## src/rtl/wb_pkg.sv

```systemverilog
// rtl/wb_pkg.sv - shared types and constants for the LEGv8 writeback stage
package wb_pkg;

  typedef enum logic [1:0] {
    IDLE = 2'd0,
    EXEC = 2'd1,
    WAIT = 2'd2,
    LDWB = 2'd3
  } wb_state_t;

  typedef enum logic [1:0] {
    LD_BYTE  = 2'b00,
    LD_HALF  = 2'b01,
    LD_WORD  = 2'b10,
    LD_DWORD = 2'b11
  } ldsize_t;

  localparam logic [4:0] XZR = 5'd31;

  // Control half of the MEM/WB register; the N-bit ALU value is kept separately.
  typedef struct packed {
    logic       regwrite;
    ldsize_t    ldsize;
    logic       ldsigned;
    logic [4:0] wa;
  } wb_ctrl_t;

endpackage

```

## src/rtl/load_extend.sv

```systemverilog
// rtl/load_extend.sv - size/sign extension of right-aligned load data
module load_extend
  import wb_pkg::*;
#(
  parameter int N = 64
) (
  input  ldsize_t        ldsize,
  input  logic           ldsigned,
  input  logic [N-1:0]   rdata,
  output logic [N-1:0]   ext
);

  always_comb begin
    ext = rdata;
    case (ldsize)
      LD_BYTE:  ext = {{(N-8){ldsigned & rdata[7]}}, rdata[7:0]};
      LD_HALF:  ext = {{(N-16){ldsigned & rdata[15]}}, rdata[15:0]};
      LD_WORD:  ext = {{(N-32){ldsigned & rdata[31]}}, rdata[31:0]};
      LD_DWORD: ext = rdata;
      default:  ext = rdata;
    endcase
  end

endmodule

```

## src/rtl/wb_stage.sv

```systemverilog
// rtl/wb_stage.sv - MEM/WB register, load-response wait, register-file write port
module wb_stage
  import wb_pkg::*;
#(
  parameter int N     = 64,
  parameter int CNT_W = 32
) (
  input  logic             clk,
  input  logic             reset_n,
  input  logic             mem_valid,
  input  logic             mem_regwrite,
  input  logic             mem_memtoreg,
  input  logic [1:0]       mem_ldsize,
  input  logic             mem_ldsigned,
  input  logic [4:0]       mem_wa,
  input  logic [N-1:0]     mem_alu,
  input  logic             dm_rvalid,
  input  logic [N-1:0]     dm_rdata,
  output logic             stall,
  output logic             we3,
  output logic [4:0]       wa3,
  output logic [N-1:0]     wd3,
  output logic [CNT_W-1:0] retired,
  output logic             dm_err
);

  wb_state_t      state_q, state_d;
  wb_ctrl_t       ctrl_q;
  logic [N-1:0]   alu_q;
  logic [N-1:0]   data_q;
  logic [N-1:0]   ext_data;
  logic [CNT_W-1:0] retired_q;
  logic           err_q;
  logic           capture;
  logic           completing;

  // The pipeline register is frozen for the whole time a load is outstanding.
  assign capture    = (state_q != WAIT);
  assign completing = (state_q == EXEC) || (state_q == LDWB);

  load_extend #(.N(N)) u_load_extend (
    .ldsize   (ctrl_q.ldsize),
    .ldsigned (ctrl_q.ldsigned),
    .rdata    (dm_rdata),
    .ext      (ext_data)
  );

  always_ff @(posedge clk or negedge reset_n) begin
    if (!reset_n) begin
      state_q <= IDLE;
    end else begin
      state_q <= state_d;
    end
  end

  always_comb begin
    state_d = state_q;
    case (state_q)
      WAIT: begin
        if (dm_rvalid) state_d = LDWB;
      end
      default: begin
        if (!mem_valid)       state_d = IDLE;
        else if (mem_memtoreg) state_d = WAIT;
        else                   state_d = EXEC;
      end
    endcase
  end

  always_comb begin
    stall = (state_q == WAIT);
    we3   = completing && ctrl_q.regwrite && (ctrl_q.wa != XZR);
    wa3   = ctrl_q.wa;
    wd3   = (state_q == LDWB) ? data_q : alu_q;
  end

  always_ff @(posedge clk or negedge reset_n) begin
    if (!reset_n) begin
      ctrl_q <= '0;
      alu_q  <= '0;
      data_q <= '0;
    end else begin
      if (capture) begin
        ctrl_q.regwrite <= mem_regwrite;
        ctrl_q.ldsize   <= ldsize_t'(mem_ldsize);
        ctrl_q.ldsigned <= mem_ldsigned;
        ctrl_q.wa       <= mem_wa;
        alu_q           <= mem_alu;
      end
      if ((state_q == WAIT) && dm_rvalid) begin
        data_q <= ext_data;
      end
    end
  end

  // Read data arriving while no load is outstanding is dropped and flagged.
  always_ff @(posedge clk or negedge reset_n) begin
    if (!reset_n) begin
      retired_q <= '0;
      err_q     <= 1'b0;
    end else begin
      if (completing) retired_q <= retired_q + CNT_W'(1);
      if (dm_rvalid && (state_q != WAIT)) err_q <= 1'b1;
    end
  end

  assign retired = retired_q;
  assign dm_err  = err_q;

endmodule

```

## config.mk

```make
export PLATFORM = sky130hd
export DESIGN_NAME = wb_stage
export DESIGN_NICKNAME = d
export VERILOG_FILES = /design/src/rtl/wb_pkg.sv /design/src/rtl/load_extend.sv /design/src/rtl/wb_stage.sv
export SDC_FILE = /design/constraint.sdc
export NUM_CORES = 1
export LEC_CHECK = 0
export CORE_MARGIN = 5
export CORE_UTILIZATION = 46
export DETAILED_ROUTE_END_ITERATION = 16
export MAX_ROUTING_LAYER = met4
export PLACE_DENSITY = 0.85
export SLEW_MARGIN = 20
export SYNTH_ARGS = -nofsm -noshare
export SYNTH_HDL_FRONTEND = slang
export SYNTH_SLANG_ARGS = --single-unit
```

## constraint.sdc

```tcl
create_clock -name clk -period 2.3 [get_ports clk]
set_clock_uncertainty 0.2 [all_clocks]
set_input_delay 0.23 -clock clk [delete_from_list [all_inputs] [get_ports clk]]
set_output_delay 0.23 -clock clk [all_outputs]
set_load 0.01 [all_outputs]
```

==> run summary <==
EDFF count, synth - 0
Layout area overhead - 41.91%
Gpl congestion - 0.8385
Crit end category - output pin
Vias per Instance - 5.219
Rel. slew slack - 0.4328
GR Layer Usage met2 - 0.3987
Register share of total power - 0.412
Worst Tran Pin Value - 850.9 ps
Final core occ - 0.6693
Internal - 0.007431 W
Final hold violation count - 0
Initial DRC Count - 325
CTS tree - built
Worst VDD drop - 0.0006209 V
Worst-Skew Late Latency - 430 ps
First-pass GRT wire length - 37.67 mm
IO buf count - 245
Post-synthesis async set-or-reset flop share - 1.000
H-tree levels - 4
Sequential fraction of the synthesis area - 0.5484
Worst-path fanout max - 20
Combinational power share - 0.343
Commonest non-fill, non-tap cell in the layout - nand2_1
Nets - 1201
Syn Area/Cell - 9.619 µm²
WL/cell - 18.40 µm
Fmax - 444.9 MHz
Grt peak-use layer - met2
Worst-path clk slew - 70 ps
Clk pwr share - 0.244
GR Util met1 - 0.3051
Initial antenna violation count - 0
Worst stage delay on the critical path - 410 ps
Mapped Area - 0.007849 mm²
Placed inst area - 0.01047 mm²
Routed wire length - 23.75 mm
Fin crit share - 0.9772
GRT overflow - 0
Largest net degree at the start of global routing - 77
ANT cells - 0
Die width - 140.6 µm
Worst hold path class - primary input to asynchronous set/reset pin
Commonest non-fill, non-tap cells in the layout - nand2_1 (272), clkdlybuf4s50_1 (178), dfrtp_1 (172), a21oi_1 (80), mux2_2 (64)
Slowest stage cell, crit path - dfrtp_1
Number of setup violations in the final report - 0
Starting Density - 0.4716
WP data required - 1870 ps
Core area - 0.01664 mm²
Hold_ws - 105.3 ps
Mapped Cells - 816
PwrDens - 1020 mW/mm²
Status - complete, no violations
Critical Path AT - 1820 ps
Max-cap violations - 0
M3 GR Usage - 0.06400
Synth Register Bits - 172
Unrepaired setup endpoints after global routing - false
Leakage power - 5.256 nW
Die height - 140.6 µm
Share of post-route cells with drive strength above 1 - 0.1662
Cell variety after synth - 36
DRC - 0
Tot GR Track Use - 0.2497
IO Pins - 246
Area of the die - 0.01978 mm²
Ys flop type - dfrtp_1
Slew Limit Fails - 0
HPWL after DPL - 15.75 mm
Clock root buffer master - clkbuf_16
Critical path cell sequence - nand2_4 -> buf_12 -> mux2_2 -> dlygate4sd2_1
CTS max path bufs - 2
Routed Antenna Nets - 0
Syn_nets - 959
Clock Sinks - 172
Vias - 6738
Crit path launch type - flip-flop
P_sw - 0.003936 W
Sw Ratio - 0.3463
DRT Pass-1 Iters - 5
Vias in the first global route - 7078
YS warnings - 0
Fin area - 0.01114 mm²
Crit path kind - flip-flop to output pin
Num rows - 47
Number of buffers created by CTS - 17
Tmin final - 2248 ps
[Yosys cell counts (2+ instances only)]
cell type,instances,area [µm²]
nand2_1,273,1025
dfrtp_1,172,4304
a21oi_1,80,400.4
mux2_2,65,732.0
nor2_1,62,232.7
buf_2,22,110.1
xnor2_1,22,192.7
clkbuf_1,15,56.30
nand3_1,10,50.05
a31oi_1,9,56.30
buf_6,9,101.4
nand4_1,9,56.30
o21ai_0,9,45.04
xor2_1,9,78.83
buf_4,7,52.55
and3_1,6,37.54
and4_1,5,43.79
nand4_2,5,62.56
and2_1,4,25.02
nor3_1,3,15.01
buf_1,2,7.510
mux2i_1,2,20.02
nand3b_1,2,15.01
nor3_2,2,20.02
[repair_timing]
| action | 4_1_cts | 5_1_grt |
|---|---|---|
| hold buffers | 1 | 0 |
| resized for setup | 103 | 60 |
| endpoints found under the setup margin | 65 | 42 |
| cloned | 6 | 0 |
| setup buffers | 4 | 2 |
| hold endpoints to repair | 172 | 0 |
| pin swaps | 1 | 1 |
[critical path: cells and delay by family (launching register included)]
family | cells | cell delay [ps]
and+or+nand+nor | 1 | 130
buffers and inverters | 2 | 470
DFF | 1 | 410
muxes | 1 | 370
[cells by family after synthesis]
logic type                 Yosys count  synth area share
AOI/OAI and AO/OA                   99           0.06488
DFF                                172            0.5484
xor gates and xnor gates            31           0.03459
muxes                               67           0.09581
and+or+nand+nor                    389            0.2120
adders and majority gates            1          0.001594
buffers and inverters               57           0.04272
[per-layer routing]
metal / part of all wire / wire length, µm / vias up
met5: 0 / 0 / -
met4: 0.033 / 773 / 0
met3: 0.084 / 1997 / 57
met2: 0.49 / 11650 / 266
met1: 0.39 / 9337 / 3247
li1: - / - / 3168
[final timing paths]
kind	startpoint	to	slack, ps	cells past startpoint
worst max-delay path	state_q[0]	wd3[18]	50	4
worst min-delay path	reset_n	retired[7]	110	2
worst max register to register	state_q[0]	data_q[61]	290	7
worst min register to register	alu_q[42]	alu_q[42]	260	2
max in group asynchronous	reset_n	data_q[6]	1150	3
min in group clk	mem_alu[11]	alu_q[11]	130	3
[power groups by stage]
stage                     combinational [W]  sequential, W  clock, W
after global routing                0.00429        0.00481   0.00298
after detailed placement            0.00403        0.00472         0
after floorplan                     0.00229        0.00446         0
final                               0.00390        0.00469   0.00278
after CTS                           0.00399        0.00469   0.00283
after global placement              0.00392        0.00470         0
[per-stage QoR]
step           power (W)  worst slack (ps)  setup TNS [ps]  cells
4_1_cts          0.01150            -123.3           -1156   1289
6_report         0.01137             52.45               0   1291
3_5_place_dp    0.008754             176.3               0   1246
3_3_place_gp    0.008618             195.2               0   1246
2_1_floorplan   0.006748             505.5               0    816
5_1_grt          0.01207             1.421               0   1291
[area by class of cell]
class | instances | area (µm²)
clock buffer | 18 | 429.2
tap | 220 | 275.3
timing repair buffer | 278 | 2756
fill | 1318 | 5504
multi-input combinational | 587 | 3229
inverter | 2 | 10.01
clock inverter | 14 | 133.9
sequential | 172 | 4304
[registers in the layout, summed over array words and instances (netlist names)]
| signal | count |
|---|---|
| state_q | 2 |
| wa3 | 5 |
| retired | 32 |
| dm_err | 1 |
| data_q | 64 |
| alu_q | 64 |
| ctrl_q | 4 |
Note: power is estimated with default switching activity, not from simulation.
==> patch, RTL diff (config.mk and constraints unchanged) <==
The 4 states of `wb_state_t` get a Gray code encoding in 2 bits.
--- a/src/rtl/wb_pkg.sv
+++ b/src/rtl/wb_pkg.sv
@@ -2,10 +2,10 @@
 package wb_pkg;
 
   typedef enum logic [1:0] {
-    IDLE = 2'd0,
-    EXEC = 2'd1,
-    WAIT = 2'd2,
-    LDWB = 2'd3
+    IDLE = 2'b00,
+    EXEC = 2'b01,
+    WAIT = 2'b11,
+    LDWB = 2'b10
   } wb_state_t;
 
   typedef enum logic [1:0] {
Behaviour: same outputs for any inputs over 10 cycles, from zero or initial values and one cycle with reset_n low; not proved beyond that.
==> patch against the unedited design <==
The flow now finishes with violations (setup timing); sequential cell count is the same; final area grew 3.2%; critical path depth grew 3; wire length shrank 3.7%; power shrank 17%; first-iteration DRC count grew 11%; synthesized area shrank 1.9%; count of clock-buffer cells in the layout grew 2; combinational power shrank 35%; global-route usage shrank 0.41 points; clock power is essentially flat; setup slack lost 0.074 ns; largest power group unchanged; highest routed layer unchanged.
==> patch: results (changes against the unedited design) <==
- Outcome: finished with violations
- Failing checks: setup timing
- Post-synth top cells: dfrtp_1 (172), mux2_2 (139), a21oi_1 (82), nor2_1 (61), nand2_1 (52)
- Total GRT Usage: 0.2456 (-0.004119)
- Vias in the first global route: 6,737 (-4.8%)
- Post-CTS Setup Inserts: 19 (+15)
- NumNets Final: 1,076 (-10%)
- Data arrival, critical path: 1.89 ns (+0.07 ns)
- P_leak: 0.004993 uW (-5.0%)
- Crit Path Max Fanout: 6 (-70%)
- Hold_ws: 0.1399 ns (+0.03457 ns)
- Logic pwr share: 0.270 (-0.073)
- Hold Crit Class: in -> reg
- Antenna violations before repair: 1 (+1)
- Placed cell area: 10,510 um2 (+0.42%)
- Post-route setup slack: -0.02170 ns (-0.07415 ns)
- Mapped Cells: 663 (-19%)
- Sw frac: 0.2920 (-0.05422)
- Post-Layout Cell Count: 1,165 (-9.8%)
- R2r endpoint: retired[31]$_DFFE_PN0N_
- Maximum VDD drop: 0.5712 mV (-8.0%)
- Cell Pwr Density: 817.3 nW/um2 (-20%)
- Layout cells sized above 1: 0.3104 (+0.1442)
- Initial DRC count: 362 (+11%)
- Worst R2R Setup Slack: 0.20 ns (-0.09 ns)
- FF-to-FF Start: retired[5]$_DFFE_PN0N_
- Setup violators final: 5 (+5)
- Sequential area share after synthesis: 0.5591 (+0.01069)
- Placer Congestion: 0.8423 (+0.45%)
- Cts repair resizes: 332 (+220%)
- First-pass GRT wire length: 36,360 um (-3.5%)
- Worst rel slew slack: 0.6543 (+0.2216)
- Initial DRT Pass Iterations: 4 (-1)
- Ranking of synthesized cells by area: dfrtp_1 (56%), mux2_2 (20%), a21oi_1 (5.3%), nor2_1 (3.0%), xnor2_1 (2.6%)
patch: area by class of cell:
cell class / count / area [um2]
clock inverter: 12 / 113.9
tap: 220 / 275.3
timing repair buffer: 296 / 3002
sequential: 172 / 4304
inverter: 7 / 26.28
multi-input combinational: 437 / 3314
antenna: 1 / 2.502
clock buffer: 20 / 456.7
fill: 1129 / 5030
patch: cell families after synthesis:
group / count (synthesis) / synth area share
flip-flops: 172 / 0.5591
adder cells (fa/ha/maj): 3 / 0.004876
XOR/XNOR: 31 / 0.03527
AND/OR/NAND/NOR: 160 / 0.09751
multiplexers: 140 / 0.2046
AO/OA/AOI/OAI: 103 / 0.06972
buffers and inverters: 54 / 0.02893
patch: per-layer routing:
layer	global-route usage	wire length, um	part of all wire
met5	-	0	0
met2	0.3878	11160	0.49
met3	0.06552	1856	0.081
met1	0.2900	8825	0.39
met4	0.1262	1035	0.045
patch: worst max-delay path by stage:
stage	cells past startpoint	slack, ns	start	endpoint
floorplan	5	0.15	state_q[1]$_DFFE_PN0P_	alu_q[15]$_DFFE_PN0N_
global placement	5	0.12	state_q[0]$_DFFE_PN0P_	wd3[39]
detailed placement	5	0.07	state_q[0]$_DFFE_PN0P_	wd3[35]
CTS	7	-0.14	state_q[0]$_DFFE_PN0P_	wd3[19]
global route	7	-0.09	state_q[0]$_DFFE_PN0P_	wd3[10]
finish	7	-0.02	state_q[0]$_DFFE_PN0P_	wd3[10]
patch: critical path, cell delays in order (launching register included):
cell,delay [ns]
dfrtp_1,0.39
inv_2,0.07
ha_4,0.18
buf_6,0.15
buf_4,0.12
buf_12,0.10
mux2_2,0.34
buf_6,0.12
